$ cat src/rtl/csel_pipe_pkg.sv
// csel_pipe_pkg: shared types and configuration helpers for the pipelined carry-select adder
package csel_pipe_pkg;
  typedef struct packed {
    logic sum;
    logic cout;
  } seg_sum_t;
  function automatic int nseg(input int width, input int seg);
    return width / seg;
  endfunction
  function automatic int sps(input int width, input int seg, input int stages);
    return width / seg / stages;
  endfunction
  function automatic bit cfg_ok(input int width, input int seg, input int stages);
    return seg >= 1 && stages >= 1 && width % seg == 0 && (width / seg) % stages == 0;
  endfunction
  function automatic seg_sum_t fa(input logic a, input logic b, input logic c);
    return '{sum: a ^ b ^ c, cout: (a & b) | (c & (a ^ b))};
  endfunction
endpackage

$ cat src/rtl/csel_segment.sv
// csel_segment: SEG-bit dual ripple (carry-in 0 and 1) with carry-select output mux
// Ports: a, b (SEG) operands; cin selects the precomputed result; sum (SEG), cout.
module csel_segment
  import csel_pipe_pkg::*;
#(
  parameter int SEG = 4
) (
  input  logic [SEG-1:0] a,
  input  logic [SEG-1:0] b,
  input  logic           cin,
  output logic [SEG-1:0] sum,
  output logic           cout
);
  logic [SEG-1:0] s0, s1;
  logic k0, k1;
  seg_sum_t t0, t1;
  always_comb begin
    k0 = 1'b0;
    k1 = 1'b1;
    s0 = '0;
    s1 = '0;
    t0 = '0;
    t1 = '0;
    for (int i = 0; i < SEG; i++) begin
      t0 = fa(a[i], b[i], k0);
      t1 = fa(a[i], b[i], k1);
      s0[i] = t0.sum;
      s1[i] = t1.sum;
      k0 = t0.cout;
      k1 = t1.cout;
    end
  end
  assign sum  = cin ? s1 : s0;
  assign cout = cin ? k1 : k0;
endmodule

$ cat src/rtl/csel_pipe_adder.sv
// csel_pipe_adder: pipelined carry-select adder/subtractor with valid/ready handshake
// Ports: clk, rst (sync, active-high); in_valid/in_ready, in_a, in_b, in_cin, in_sub;
//        out_valid/out_ready, out_sum, out_cout, out_ovf.
// Optional: define CSEL_PIPE_SAT_EN to saturate out_sum on signed overflow.
module csel_pipe_adder
  import csel_pipe_pkg::*;
#(
  parameter int WIDTH  = 32,
  parameter int SEG    = 4,
  parameter int STAGES = 4
) (
  input  logic             clk,
  input  logic             rst,
  input  logic             in_valid,
  output logic             in_ready,
  input  logic [WIDTH-1:0] in_a,
  input  logic [WIDTH-1:0] in_b,
  input  logic             in_cin,
  input  logic             in_sub,
  output logic             out_valid,
  input  logic             out_ready,
  output logic [WIDTH-1:0] out_sum,
  output logic             out_cout,
  output logic             out_ovf
);
  localparam int NSEG = nseg(WIDTH, SEG);
  localparam int SPS  = sps(WIDTH, SEG, STAGES);
  localparam int SB   = SPS * SEG;
  localparam int L    = STAGES - 1;
  if (!cfg_ok(WIDTH, SEG, STAGES) || NSEG < STAGES) begin : g_cfg_err
    $error("csel_pipe_adder: WIDTH must be a multiple of SEG and WIDTH/SEG a multiple of STAGES");
  end
  logic adv, ovf_d, ovf_q;
  assign adv      = ~out_valid | out_ready;
  assign in_ready = adv;
  for (genvar k = 0; k < STAGES; k++) begin : g_st
    localparam int LO = k * SB;
    // pa/pb hold only the operand bits not yet consumed by earlier stages
    logic [WIDTH-1:LO]   pa, pb;
    logic [LO+SB-1:0]    s_d, s_q;
    logic [SB-1:0]       ss;
    logic [SPS:0]        ch;
    logic                pc, pv, c_q, v_q;
    if (k == 0) begin : g_head
      assign pa  = in_a;
      assign pb  = in_sub ? ~in_b : in_b;
      assign pc  = in_sub | in_cin;
      assign pv  = in_valid;
      assign s_d = ss;
    end else begin : g_body
      assign pa  = g_st[k-1].g_op.a_q;
      assign pb  = g_st[k-1].g_op.b_q;
      assign pc  = g_st[k-1].c_q;
      assign pv  = g_st[k-1].v_q;
      assign s_d = {ss, g_st[k-1].s_q};
    end
    assign ch[0] = pc;
    for (genvar j = 0; j < SPS; j++) begin : g_seg
      csel_segment #(.SEG(SEG)) u_seg (
        .a   (pa[LO+j*SEG +: SEG]),
        .b   (pb[LO+j*SEG +: SEG]),
        .cin (ch[j]),
        .sum (ss[j*SEG +: SEG]),
        .cout(ch[j+1])
      );
    end
    always_ff @(posedge clk) begin
      if (rst) begin
        v_q <= 1'b0;
        c_q <= 1'b0;
        s_q <= '0;
      end else if (adv) begin
        v_q <= pv;
        c_q <= ch[SPS];
        s_q <= s_d;
      end
    end
    if (k < L) begin : g_op
      logic [WIDTH-1:LO+SB] a_q, b_q;
      always_ff @(posedge clk) begin
        if (adv) begin
          a_q <= pa[WIDTH-1:LO+SB];
          b_q <= pb[WIDTH-1:LO+SB];
        end
      end
    end
  end
  assign ovf_d = (g_st[L].pa[WIDTH-1] == g_st[L].pb[WIDTH-1]) &
                 (g_st[L].s_d[WIDTH-1] != g_st[L].pa[WIDTH-1]);
  always_ff @(posedge clk) begin
    if (rst) ovf_q <= 1'b0;
    else if (adv) ovf_q <= ovf_d;
  end
  assign out_valid = g_st[L].v_q;
  assign out_cout  = g_st[L].c_q;
  assign out_ovf   = ovf_q;
`ifdef CSEL_PIPE_SAT_EN
  // On overflow the wrapped sign is the inverse of the true sign, so it picks the rail directly
  logic msb;
  assign msb     = g_st[L].s_q[WIDTH-1];
  assign out_sum = ovf_q ? {~msb, {(WIDTH-1){msb}}} : g_st[L].s_q;
`else
  assign out_sum = g_st[L].s_q;
`endif
endmodule
$ cat config.mk
export PLATFORM = sky130hd
export DESIGN_NAME = csel_pipe_adder
export DESIGN_NICKNAME = d
export VERILOG_FILES = /design/src/rtl/csel_pipe_pkg.sv /design/src/rtl/csel_segment.sv /design/src/rtl/csel_pipe_adder.sv
export SDC_FILE = /design/constraint.sdc
export NUM_CORES = 1
export LEC_CHECK = 0
export ABC_AREA = 1
export ABC_CLOCK_PERIOD_IN_PS = 5950
export BUFFER_PORTS_ARGS = -buffer_cell sky130_fd_sc_hd__buf_2
export CORE_AREA = 2 2 109 132
export DETAILED_ROUTE_END_ITERATION = 8
export DIE_AREA = 0 0 111 134
export GPL_TIMING_DRIVEN = 0
export PLACE_DENSITY = 0.76
export SLEW_MARGIN = 40
export SYNTH_ARGS = -nofsm -noshare
export SYNTH_HDL_FRONTEND = slang
export SYNTH_SLANG_ARGS = --single-unit
$ cat constraint.sdc
create_clock -name clk -period 5.95 [get_ports clk]
set_input_delay 0 -clock clk [delete_from_list [all_inputs] [get_ports clk]]
set_output_delay 0 -clock clk [all_outputs]
set_load 0.01 [all_outputs]
==> results of run 1 <==
cells by family (layout without fill, tap and decap cells):
| kind of cell | after synthesis | count (layout) | synth area share |
|---|---|---|---|
| adder cells (fa/ha/maj) | 41 | 41 | 0.0947 |
| AO/OA/AOI/OAI | 86 | 86 | 0.0588 |
| buffers and inverters | 82 | 269 | 0.0494 |
| AND/OR/NAND/NOR | 221 | 221 | 0.115 |
| XOR/XNOR | 37 | 37 | 0.0443 |
| flip-flops | 185 | 185 | 0.637 |
through the flow:
| stage | hold slack (ns) | power (W) | setup WS [ns] | area [µm²] |
|---|---|---|---|---|
| after floorplan | 0.0724 | 0.00183 | 2.48 | 7320 |
| after detailed placement | 0.178 | 0.00199 | 2.16 | 8090 |
| after CTS | 0.0129 | 0.00314 | 2.08 | 9180 |
| after global placement | 0.177 | 0.00197 | 2.29 | 8050 |
| after global routing | 0.0493 | 0.00326 | 1.90 | 9180 |
| final | 0.0353 | 0.00312 | 2.11 | 9180 |
where the power goes:
| part | total, W | internal (W) | switching [W] |
|---|---|---|---|
| registers | 0.00157 | 0.00150 | 0.0000700 |
| logic | 0.000432 | 0.000198 | 0.000234 |
| clock network | 0.00112 | 0.000604 | 0.000515 |
| total | 0.00312 | 0.00230 | 0.000819 |
metal layers:
metal | wire (µm) | share of wire | vias to the layer above
li1 | - | - | 2451
met1 | 5920 | 0.42 | 2292
met2 | 7410 | 0.52 | 138
met3 | 655 | 0.046 | 18
met4 | 265 | 0.019 | 0
met5 | 0 | 0 | -
worst max-delay path by stage:
stage / endpoint / slack (ns) / cells after the start
2_1_floorplan: g_st[2].s_q[23] / 2.48 / 15
3_5_place_dp: g_st[2].s_q[23] / 2.16 / 15
5_1_grt: g_st[2].s_q[23] / 1.90 / 15
6_report: g_st[2].s_q[23] / 2.11 / 15
4_1_cts: g_st[2].s_q[23] / 2.08 / 15
3_3_place_gp: g_st[2].s_q[23] / 2.29 / 15
critical path, delay by kind of cell (launching register included):
kind | cells | cell delay, ns
flip-flops | 1 | 0.40
AO/OA/AOI/OAI | 2 | 0.17
buffers and inverters | 1 | 0.08
adder cells (fa/ha/maj) | 7 | 2.67
AND/OR/NAND/NOR | 5 | 0.45
cell usage in the layout, fill, tap and decap left out:
master         synthesis  layout
dfxtp_1               89      89
xor2_1                31      31
o21ai_0               77      77
o21ai_1                2       2
nor2_4                 1       1
buf_4                  7       7
bufinv_16              0       1
buf_2                 13     116
inv_6                  0       7
edfxtp_1              96      96
dlygate4sd3_1          0      50
xnor2_1                6       6
clkbuf_1               7       7
clkinvlp_4             0       1
inv_2                  3       3
fa_1                  24      24
nand3_1                3       3
nand2_1               36      36
clkinv_8               0       1
inv_1                 48      48
a21oi_1                7       7
ha_1                  17      17
clkbuf_16              0      17
nand2_2                1       1
nor2_1               180     180
buf_16                 0       1
buf_6                  1       2
clkbuf_2               3       3
inv_8                  0       5
layout make-up:
type	count	area, µm²	share of cell area
clock inverters	15	171	0.0187
clock buffers	17	425	0.0463
repair buffers	155	1050	0.114
well taps	171	214	0.0233
plain buffers	31	176	0.0192
multi-input cells	385	2290	0.249
flip-flops and latches	185	4660	0.508
inverters	51	191	0.0208
state kept, by name, indices dropped and copies added, names as in the netlist:
signal         count
out_ovf            1
g_st.v_q           3
g_st.s_q          48
out_cout           1
out_valid          1
g_st.g_op.b_q     48
g_st.g_op.a_q     48
out_sum           32
g_st.c_q           3
==> flow_summary_export.csv, run 1 <==
group,metric,value,unit
grt,grt_pass1_wl,23400,µm
placement,gp_congestion,0.797,
cts,h-tree-depth,4,
synthesis,synth_most_common_cell,"nor2_1",
finish,nets,937,
critical_path,cp_cell_sequence,"ha_1, nand2_1, o21ai_0, fa_1, fa_1, fa_1, nor2_1, a21oi_1, fa_1, fa_1, inv_1, fa_1, nand2_1, nand2_1, nor2_1",
critical_path,r2r-start,"g_st[1].g_op.a_q[16]",
cts,numCtsBuffers,17,
cts,cts_num_sinks,185,
critical_path,path_max_fanout,3,
critical_path,endpoint_kind,"flop",
floorplan,die_width,111,µm
critical_path,reg2reg_depth,15,
synthesis,synth_edf_count,96,
finish,diodes,0,
hold_path,min_to,"g_st[0].s_q[0]",
finish,post-route-util,0.676,
status,status,"finished clean",
placement,numPortBuffers,104,
routing,dr.first_iter.drc_count,298,
grt,antenna_found_initial,0,
critical_path,regToRegEndpoint,"g_st[2].s_q[23]",
floorplan,initial_core_util,0.539,
cts,cts_buffer_depth,2,
hold_path,hold_path.class,"in2reg",
synthesis,syn-mean-instance-area,11.2,µm²
grt,grt_use_total,0.200,
floorplan,core.rowCount,47,
power_and_ir_drop,peakVddDrop,0.183,mV
cts,clk_pin_slew,0.07,ns
sta,hold_viol,0,
synthesis,yosysTopAreaCellShare,0.394,
synthesis,async_reset_ff_frac,0,
cts,cts-hold-fix-buffers,50,
finish,drive_gt1_frac,0.198,
routing,wirelength,14200,µm
synthesis,ys_ff_latch,185,
grt,met3_usage,0.0438,
floorplan,die_area,14900,µm²
sta,slew_violations,0,
finish,syn_to_final_growth,25.5,%
sta,slew_headroom,0.705,
sta,worst_clock_skew,0.00855,ns
grt,grtUsageMet2,0.354,
critical_path,worstPathArrival,4.20,ns
sta,rsz0062_at_grt,"false",
placement,dpl.cell_count,928,
synthesis,yosys_warnings,0,
finish,fin_cells,1010,
sta,worstMarginPinSlew,0.442,ns
hold_path,holdPathStages,7,
critical_path,reg2reg_slack,2.11,ns
critical_path,crit_top_cell,"fa_1",
routing,routedWlPerCell,14.1,µm
cts,post_cts_resized,0,
finish,fillCellCount,934,
grt,grt_overflow,0,
floorplan,num_io_pins,106,
critical_path,cpPeakStageDelay,0.44,ns
routing,vias_per_cell,4.85,
synthesis,ys_types,21,
power_and_ir_drop,powerDensity,339,nW/µm²
routing,ant_nets,0,
grt,grt_max_degree,62,
cts,clk_latency,0.43,ns
synthesis,netlist_area,7320,µm²
cts,cts_setup_buffers,0,
routing,num_vias,4899,
routing,drc,0,
grt,top_usage_layer,"met2",
grt,use_met1,0.239,
cts,cts_tree,"yes",
critical_path,cp-startpoint,"g_st[1].g_op.a_q[16]",
sta,period_needed,3.84,ns
synthesis,yosysTopAreaCell,"edfxtp_1",
sta,min_period_over_period,0.646,
synthesis,synth_cells,652,
synthesis,synth_fp_nets,763,
synthesis,synth_area_leaders,"edfxtp_1 (39%), dfxtp_1 (24%), nor2_1 (9.2%)",
critical_path,cpMaxStageDelayCell,"fa_1",
synthesis,yosysSeqAreaShare,0.637,
placement,dp_hpwl,9400,µm
floorplan,die_h,134,µm
floorplan,core_area,13600,µm²
routing,dr.pass1.iters,5,
synthesis,synthFlopType,"edfxtp_1",
sta,final-setup-viol-count,0,
grt,grt_pass1_vias,4953,
power_and_ir_drop,p_leak,4.08,nW
critical_path,crit_path_start_kind,"flop",
sta,tns,0,ns
job,cap_violations,0,
hold_path,hold_start,"out_ready",
synthesis,synthTopCellsByCount,"nor2_1 (180), edfxtp_1 (96), dfxtp_1 (89)",
critical_path,crit_type,"reg2reg",
critical_path,required,6.31,ns
sta,max_freq,260,MHz
cts,ctsRootBufferMaster,"clkbuf_16",
No activity file was read; power rests on OpenSTA's default activity.
==> run 2, diff against run 1 <==
Settings changed: ABC_AREA 1 to 0, ABC_CLOCK_PERIOD_IN_PS 5950 to 3300, CORE_AREA 2 2 109 132 to 2 2 112 136, DIE_AREA 0 0 111 134 to 0 0 114 138, PLACE_DENSITY 0.76 to 0.74.
Clock period 5.95 ns to 3.3 ns, I/O delays scaled along.
==> run 2 against run 1 <==
Compared with the run above: the flow now finishes with violations (setup timing); design area up 0.99%; sequential share of layout area down 0.50 points; sequential power up 78%; core utilization down 4.0 points; routed wire length up 2.3%; combinational power up 64%; first-iteration DRC count down 13%; final cell count down 3.7%; non-clock buffer count up 5; critical endpoint is now out_ovf.
==> flow_summary_export.csv, run 2 <==
group,metric,value,unit
status,status,"finished, violations left",
status,failed_checks,"setup timing",
critical_path,cp_cell_sequence,"ha_2, inv_2, mux2i_1, fa_2, fa_2, inv_2, fa_2, nor2_2, a21oi_2, fa_2, inv_2, fa_2, inv_2, fa_1, xor2_1, or3_4, a21oi_2",
critical_path,worstPathArrival,4.07,ns
floorplan,core.rowCount,49,
finish,final_common_cell,"nand2_1",
power_and_ir_drop,peakVddDrop,0.449,mV
synthesis,ys_ff_latch,185,
critical_path,endpoint_kind,"flop",
finish,fin_cells,973,
sta,period_needed,3.73,ns
synthesis,synth_edf_count,96,
floorplan,die_width,114,µm
cts,cts_tree,"yes",
critical_path,crit_top_cell,"fa_2",
placement,dpl.cell_count,887,
grt,grt_max_degree,68,
routing,dr.pass1.iters,4,
cts,ctsRootBufferMaster,"clkbuf_16",
finish,syn_to_final_growth,28.0,%
grt,grt_use_total,0.194,
routing,dr.first_iter.drc_count,258,
floorplan,core_area,14600,µm²
finish,post-route-util,0.636,
power_and_ir_drop,p_leak,3.89,nW
sta,setup_slack,-0.427,ns
synthesis,netlist_area,7240,µm²
critical_path,cp-startpoint,"g_st[2].g_op.b_q[24]",
grt,grtUsageMet2,0.357,
synthesis,synthFlopType,"edfxtp_1",
cts,cts_buffer_depth,2,
cts,numCtsBuffers,17,
sta,worst_clock_skew,0.00619,ns
critical_path,reg2reg_depth,17,
finish,final_cell_mix,"nand2_1 (140), buf_2 (116), edfxtp_1 (96)",
sta,min_period_over_period,1.13,
placement,numPortBuffers,103,
sta,slew_violations,0,
finish,drive_gt1_frac,0.265,
grt,met3_usage,0.0456,
synthesis,yosys_warnings,0,
sta,final-setup-viol-count,3,
grt,grt_overflow,0,
sta,worstMarginPinSlew,0.641,ns
sta,rsz0062_at_grt,"true",
synthesis,synth_fp_nets,716,
finish,nets,893,
synthesis,synth_area_leaders,"edfxtp_1 (40%), dfxtp_1 (25%), nand2_1 (7.3%)",
job,cap_violations,0,
grt,top_usage_layer,"met2",
synthesis,async_reset_ff_frac,0,
critical_path,crit_path_start_kind,"flop",
cts,cts_num_sinks,185,
routing,ant_nets,0,
routing,vias_per_cell,4.94,
floorplan,initial_core_util,0.496,
routing,wirelength,14600,µm
grt,grt_pass1_wl,23500,µm
critical_path,crit_type,"reg2reg",
synthesis,yosysTopAreaCell,"edfxtp_1",
sta,slew_headroom,0.572,
critical_path,cpMaxStageDelayCell,"fa_1",
routing,routedWlPerCell,15.0,µm
floorplan,die_area,15700,µm²
grt,grt_pass1_vias,5032,
critical_path,path_max_fanout,3,
sta,hold_viol,0,
synthesis,yosysTopAreaCellShare,0.398,
synthesis,syn-mean-instance-area,12.0,µm²
placement,place_area,8060,µm²
finish,design_area,9270,µm²
grt,use_met1,0.212,
hold_path,hold_path.class,"in2reg",
cts,clk_latency,0.42,ns
floorplan,die_h,138,µm
synthesis,synth_cells,605,
floorplan,num_io_pins,106,
critical_path,regToRegEndpoint,"out_ovf",
critical_path,cpPeakStageDelay,0.45,ns
routing,drc,0,
hold_path,holdPathStages,4,
cts,h-tree-depth,4,
synthesis,synthTopCellsByCount,"nand2_1 (140), edfxtp_1 (96), dfxtp_1 (89)",
power_and_ir_drop,powerDensity,591,nW/µm²
sta,hold_slack,0.0250,ns
finish,diodes,0,
cts,clk_pin_slew,0.07,ns
synthesis,ys_types,23,
critical_path,crit_end,"out_ovf",
synthesis,synth_most_common_cell,"nand2_1",
finish,top_regs,"g_st.g_op.a_q: 48 flops, g_st.g_op.b_q: 48 flops, g_st.s_q: 48 flops",
sta,max_freq,268,MHz
critical_path,r2r-start,"g_st[2].g_op.b_q[24]",
critical_path,reg2reg_slack,-0.43,ns
placement,gp_congestion,0.824,
grt,antenna_found_initial,0,
synthesis,yosysSeqAreaShare,0.644,
routing,num_vias,4808,
placement,dp_hpwl,9700,µm
critical_path,required,3.65,ns
## run 2: how the worst min path moves through the flow
stage	start	end	slack, ns
final	in_sub	g_st[0].s_q[0]	0.02
after global routing	out_ready	g_st[0].s_q[0]	0.04
after CTS	in_cin	g_st[0].s_q[0]	0.009
after detailed placement	in_a[26]	g_st[0].g_op.a_q[26]	0.18
after global placement	in_a[28]	g_st[0].g_op.a_q[28]	0.18
after floorplan	in_a[10]	g_st[0].g_op.a_q[10]	0.1
## run 2: layer usage
layer | part of all wire | up-vias
met5 | 0 | -
met4 | 0.035 | 0
met3 | 0.051 | 31
met2 | 0.54 | 135
met1 | 0.37 | 2295
li1 | - | 2347
## run 2: timing repair
action,CTS,global route
hold buffers,50,0
pin swaps,13,2
gates resized for setup,14,16
endpoints found under the setup margin,5,7
endpoints found under the hold margin,50,0
buffers inserted,3,1
## run 2: where the power goes
part,switching [W],internal [W]
sequential,0.000119,0.00267
combinational,0.000356,0.000353
clock,0.000908,0.00107
total,0.00138,0.00409
## run 2: logic make-up (layout without fill, tap and decap cells)
kind of cell,after synthesis,count (layout),synth area share
AOI/OAI and AO/OA,94,94,0.0712
xor gates and xnor gates,40,40,0.0484
adders and majority gates,41,41,0.0957
buffers and inverters,75,265,0.0471
DFF,185,185,0.644
muxes,4,4,0.00553
and+or+nand+nor,166,166,0.0883
## run 2: critical path: cells and delay by family (launching register included)
family	cells	cell delay (ns)
AOI/OAI and AO/OA	2	0.29
xor gates and xnor gates	1	0.17
adders and majority gates	7	2.12
buffers and inverters	4	0.21
DFF	1	0.40
muxes	1	0.07
and+or+nand+nor	2	0.40
## run 2: area by class of cell
type	instances	area [µm²]
buffer	33	200
clock buffer	17	425
clock inverter	15	159
fill	1090	5320
inverter	42	158
multi-input combinational	345	2370
sequential	185	4660
tap	178	223
timing repair buffer	158	1070
## run 2: per-stage QoR
stage          TNS [ns]  power, W  setup WS [ns]
6_report         -0.837   0.00548         -0.427
2_1_floorplan    -0.296   0.00320         -0.216
5_1_grt           -1.40   0.00572         -0.575
3_5_place_dp      -1.92   0.00345         -0.504
3_3_place_gp      -1.23   0.00341         -0.391
4_1_cts          -0.758   0.00549         -0.410
